**config.mk**
```make
export PLATFORM = sky130hd
export DESIGN_NAME = adc_pkt_rx
export DESIGN_NICKNAME = d
export VERILOG_FILES = /design/src/rtl/adc_pkt_rx.sv
export SDC_FILE = /design/constraint.sdc
export NUM_CORES = 1
export LEC_CHECK = 0
export CORE_UTILIZATION = 60
export DETAILED_ROUTE_END_ITERATION = 10
export DONT_BUFFER_PORTS = 1
export MAX_ROUTING_LAYER = met4
export PLACE_DENSITY = 0.83
export REMOVE_ABC_BUFFERS = 1
export SETUP_SLACK_MARGIN = 0.02
export SYNTH_ARGS = -nofsm -noshare
export SYNTH_HDL_FRONTEND = slang
export SYNTH_SLANG_ARGS = --single-unit
```
**constraint.sdc**
```tcl
create_clock -name clk_i -period 8.5 [get_ports clk_i]
set_input_delay 1.7 -clock clk_i [delete_from_list [all_inputs] [get_ports clk_i]]
set_output_delay 1.7 -clock clk_i [all_outputs]
set_load 0.05 [all_outputs]
```
**src/rtl/adc_pkt_rx.sv**
```systemverilog
// adc_pkt_rx: frames ADC capture packets from contiguous VALID runs and checks each packet's length.
// It also checks the inter-packet gap and the counter payload, and keeps saturating statistics.
module adc_pkt_rx #(
    parameter int DW  = 18,
    parameter int LCW = 12,
    parameter int SCW = 16
) (
    input  logic           clk_i,
    input  logic           rst_i,
    input  logic           en_i,
    input  logic           clr_i,
    input  logic [1:0]     cfg_len_type_i,
    input  logic [LCW-1:0] cfg_gap_i,
    input  logic           cfg_self_test_i,
    input  logic [DW-1:0]  adc_data_i,
    input  logic           adc_data_valid_i,
    output logic           pkt_done_o,
    output logic [LCW-1:0] pkt_len_o,
    output logic           pkt_len_ok_o,
    output logic [SCW-1:0] pkt_cnt_o,
    output logic [SCW-1:0] len_err_cnt_o,
    output logic [SCW-1:0] data_err_cnt_o,
    output logic [SCW-1:0] gap_err_cnt_o,
    output logic           busy_o
);
    // state | meaning
    // IDLE  | disabled or no packet since enable; the next packet skips the gap check
    // DATA  | inside a VALID run, counting words
    // GAP   | between packets, counting idle cycles
    typedef enum logic [1:0] {S_IDLE = 2'd0, S_DATA = 2'd1, S_GAP = 2'd2} state_t;

    state_t         state_q, state_d;
    logic [LCW-1:0] word_cnt_q, word_cnt_d, gap_cnt_q, gap_cnt_d;
    logic [LCW-1:0] pkt_len_q, pkt_len_d, exp_len;
    logic [DW-1:0]  exp_q, exp_d;
    logic           seed_vld_q, seed_vld_d, pkt_done_q, pkt_done_d, pkt_ok_q, pkt_ok_d;
    logic [SCW-1:0] pkt_cnt_q, pkt_cnt_d, len_err_q, len_err_d;
    logic [SCW-1:0] data_err_q, data_err_d, gap_err_q, gap_err_d;
    logic           len_ok;

    function automatic logic [SCW-1:0] sat_s(input logic [SCW-1:0] v);
        return (v == '1) ? v : v + SCW'(1);
    endfunction

    function automatic logic [LCW-1:0] sat_l(input logic [LCW-1:0] v);
        return (v == '1) ? v : v + LCW'(1);
    endfunction

    assign exp_len = LCW'(216) << cfg_len_type_i;
    assign len_ok  = (word_cnt_q == exp_len);

    always_ff @(posedge clk_i or posedge rst_i) begin
        if (rst_i) state_q <= S_IDLE;
        else       state_q <= state_d;
    end

    always_comb begin
        state_d = state_q;
        if (!en_i) begin
            state_d = S_IDLE;
        end else begin
            case (state_q)
                S_IDLE:  if (adc_data_valid_i)  state_d = S_DATA;
                S_DATA:  if (!adc_data_valid_i) state_d = S_GAP;
                S_GAP:   if (adc_data_valid_i)  state_d = S_DATA;
                default: state_d = S_IDLE;
            endcase
        end
    end

    always_comb begin
        word_cnt_d = word_cnt_q;
        gap_cnt_d  = gap_cnt_q;
        pkt_len_d  = pkt_len_q;
        pkt_ok_d   = pkt_ok_q;
        pkt_done_d = 1'b0;
        pkt_cnt_d  = pkt_cnt_q;
        len_err_d  = len_err_q;
        data_err_d = data_err_q;
        gap_err_d  = gap_err_q;
        exp_d      = exp_q;
        seed_vld_d = seed_vld_q;
        if (en_i) begin
            case (state_q)
                S_IDLE: if (adc_data_valid_i) word_cnt_d = LCW'(1);
                S_DATA: begin
                    if (adc_data_valid_i) begin
                        word_cnt_d = sat_l(word_cnt_q);
                    end else begin
                        gap_cnt_d  = LCW'(1);
                        pkt_done_d = 1'b1;
                        pkt_len_d  = word_cnt_q;
                        pkt_ok_d   = len_ok;
                        pkt_cnt_d  = sat_s(pkt_cnt_q);
                        if (!len_ok) len_err_d = sat_s(len_err_q);
                    end
                end
                S_GAP: begin
                    if (adc_data_valid_i) begin
                        word_cnt_d = LCW'(1);
                        if (gap_cnt_q < cfg_gap_i) gap_err_d = sat_s(gap_err_q);
                    end else begin
                        gap_cnt_d = sat_l(gap_cnt_q);
                    end
                end
                default: ;
            endcase
            // Payload tracking follows the words themselves, so the seed spans packet boundaries.
            if (cfg_self_test_i && adc_data_valid_i) begin
                if (!seed_vld_q) begin
                    exp_d      = adc_data_i + DW'(1);
                    seed_vld_d = 1'b1;
                end else if (adc_data_i != exp_q) begin
                    data_err_d = sat_s(data_err_q);
                    exp_d      = adc_data_i + DW'(1);
                end else begin
                    exp_d = exp_q + DW'(1);
                end
            end
        end
        if (clr_i) begin
            pkt_len_d  = '0;
            pkt_ok_d   = 1'b0;
            pkt_cnt_d  = '0;
            len_err_d  = '0;
            data_err_d = '0;
            gap_err_d  = '0;
            seed_vld_d = 1'b0;
        end
    end

    always_ff @(posedge clk_i or posedge rst_i) begin
        if (rst_i) begin
            word_cnt_q <= '0;
            gap_cnt_q  <= '0;
            pkt_len_q  <= '0;
            pkt_ok_q   <= 1'b0;
            pkt_done_q <= 1'b0;
            pkt_cnt_q  <= '0;
            len_err_q  <= '0;
            data_err_q <= '0;
            gap_err_q  <= '0;
            exp_q      <= '0;
            seed_vld_q <= 1'b0;
        end else begin
            word_cnt_q <= word_cnt_d;
            gap_cnt_q  <= gap_cnt_d;
            pkt_len_q  <= pkt_len_d;
            pkt_ok_q   <= pkt_ok_d;
            pkt_done_q <= pkt_done_d;
            pkt_cnt_q  <= pkt_cnt_d;
            len_err_q  <= len_err_d;
            data_err_q <= data_err_d;
            gap_err_q  <= gap_err_d;
            exp_q      <= exp_d;
            seed_vld_q <= seed_vld_d;
        end
    end

    assign pkt_done_o     = pkt_done_q;
    assign pkt_len_o      = pkt_len_q;
    assign pkt_len_ok_o   = pkt_ok_q;
    assign pkt_cnt_o      = pkt_cnt_q;
    assign len_err_cnt_o  = len_err_q;
    assign data_err_cnt_o = data_err_q;
    assign gap_err_cnt_o  = gap_err_q;
    assign busy_o         = (state_q == S_DATA);
endmodule

```
==> qor.yml <==
status: "complete, no violations"
power_density_nw_per_um2: 183
cts_tree: "yes"
worst_pin_slew_ps: 988
num_rows: 40
end_kind: "flop"
io_pins: 117
yosysWarnings: 0
drv_slew: 0
synth.top_cell.area_share_pct: 40.9
drcViolationCount: 0
firstDrtPassIters: 5
pwr-share-comb_pct: 8.3
drt_first_iter_violations: 673
wl_mm: 17.8
yosys.area.top_type: "dfrtp_1"
grt_pass1_vias: 6237
area_growth_pct: 7.99
gp_congestion: 0.895
syn-mean-instance-area_um2: 8.89
cts_root_buffer: "clkbuf_16"
core_area_um2: 12100
place_ws_ps: 4200
cts_resized: 0
setup_ws_ps: 4630
post-route-util_pct: 67.1
fmax_mhz: 258
swShare_pct: 25.0
drive_above_1_share_pct: 5.63
dieArea_um2: 13000
timing.setup.tns_ps: 0
power_leakage_nw: 3.32
grt_pass1_wl_mm: 29.6
hold_path_class: "reg -> reg"
ys_seq_area_share_pct: 40.9
netlist_area_um2: 7520
cp_max_fo: 25
diodes: 0
synth_cell_types: 66
cts_sinks: 123
wl_per_cell_um: 17.8
grt_overflow_total: 0
dieHeight_um: 114
worst-r2r-setup-slack_ps: 4950
synth_edf_count: 0
hold_violations: 0
vdd_drop_max_v: 0.000139
synthCells: 846
holdWs_ps: 535
die_x_um: 114
max-slew-margin-rel_pct: 34.1
clkLatencyLatePin_ps: 410
power_switching_mw: 0.372
netlist_top_cells_count: "dfrtp_1 (123), nand2_1 (78), a21oi_1 (74)"
period_share_pct: 45.6
path_clk_slew_ps: 60
cp-start-kind: "input pin"
grt_max_degree: 94
async_reset_ff_share_pct: 100
synthFlopType: "dfrtp_1"
numCtsBuffers: 17
arrival_ps: 4160
worstPathRequired_ps: 8790
antenna_found_initial: 0
finalCriticalPeriod_ps: 3870
crit_type: "in -> reg"
cts_buffer_depth: 2
io_buffers: 0
pwr-share-seq_pct: 44.5
cts_setup_buffers: 0
power.total_mw: 1.49
final_nets: 886
rsz0062_at_grt: "no"
start_util_pct: 62.1
finClkSkew_ps: 10.1
cts_hold_buf: 0
dp_hpwl_mm: 12.1
ys_ff_latch: 123
setup_viol: 0
internal_power_mw: 1.11
pwr-share-clk_pct: 47.2
drv_cap: 0
yosys-top-cells-area: "dfrtp_1 (41%), a21oi_1 (4.9%), xnor2_1 (4.1%)"
synth_most_common_cell: "dfrtp_1"
grt_usage_pct: 29.4
via_count: 6393
antenna_left: 0
avgViaCountPerCell: 6.37
htreeDepth: 4
==> metal layers <==
layer | part of all wire, % | up-vias | global-route usage [%]
li1 | - | 3003 | -
met1 | 41 | 3112 | 35.3
met3 | 7.8 | 22 | 9.67
met4 | 1.1 | 0 | 7.36
met5 | 0 | - | -
met2 | 50 | 256 | 47.9
==> sequential cells by signal, indices dropped and copies added, names as in the netlist <==
| register | cells |
|---|---|
| exp_q | 18 |
| data_err_cnt_o | 16 |
| gap_err_cnt_o | 16 |
| len_err_cnt_o | 16 |
| pkt_cnt_o | 16 |
| gap_cnt_q | 12 |
| pkt_len_o | 12 |
| word_cnt_q | 12 |
| state_q | 2 |
| pkt_done_o | 1 |
| pkt_len_ok_o | 1 |
| seed_vld_q | 1 |
==> power groups by stage <==
stage | sequential (mW) | clock [mW] | combinational, mW
after floorplan | 0.659 | 0 | 0.0986
after global placement | 0.666 | 0 | 0.116
after detailed placement | 0.669 | 0 | 0.122
after CTS | 0.659 | 0.712 | 0.124
after global routing | 0.665 | 0.739 | 0.140
final | 0.661 | 0.702 | 0.123
==> final timing paths <==
check	to	startpoint	depth (start not counted)
setup / recovery	len_err_cnt_o[13]$_DFFE_PP0P_	en_i	7
hold / removal	exp_q[17]$_DFFE_PP0P_	exp_q[17]$_DFFE_PP0P_	1
setup reg to reg	len_err_cnt_o[13]$_DFFE_PP0P_	state_q[0]$_DFFE_PP0P_	8
hold reg to reg	exp_q[17]$_DFFE_PP0P_	exp_q[17]$_DFFE_PP0P_	1
max in group asynchronous	gap_err_cnt_o[9]$_DFFE_PP0P_	rst_i	2
min in group asynchronous	data_err_cnt_o[15]$_DFFE_PP0P_	rst_i	1
==> critical path, stage by stage <==
cell and delay, ps:
nor2b_1 330, nand2_1 430, inv_2 490, o31a_1 320, o21ai_4 160, nor4_1 350, mux2_1 370
==> through the flow <==
stage / instances / area (µm²)
finish: 1003 / 8120
global route: 1003 / 8120
CTS: 1003 / 8120
detailed placement: 973 / 7550
global placement: 973 / 7550
floorplan: 802 / 7320
==> logic make-up after synthesis <==
group / share of synthesized area (%)
xor gates and xnor gates: 7.34
and+or+nand+nor: 24.4
DFF: 40.9
buffers and inverters: 4.21
adders and majority gates: 3.99
muxes: 3.88
AOI/OAI and AO/OA: 15.3
==> cells in the final DEF, fill, tap and decap left out, drive strengths merged, types with 3 or more instances in the layout <==
master     n
a31oi      4
or3       20
o21a       4
a21o       3
nor4       8
nand3     57
or2        4
dfrtp    123
o21ai     38
xor2      28
nor3      13
nand2b     5
clkinv     4
clkbuf    23
nor2b     11
buf        3
mux2i     16
or4       14
mux2      11
o211ai     5
a21oi     74
inv       30
xnor2     35
nor2      71
o41ai      3
ha        24
and3      26
nand4     32
nand3b     3
a2bb2oi    7
a41oi      3
o22a       6
and4       4
o31ai     16
and2       4
nand2     78
==> final cells by class <==
type                    count  area (µm²)
multi-input cells         649        4130
fillers                   972        3990
flip-flops and latches    123        3080
clock buffers              23         478
well taps                 168         210
inverters                  30         115
clock inverters             7        91.3
repair buffers              3        22.5
No activity file was read; power rests on OpenSTA's default activity.
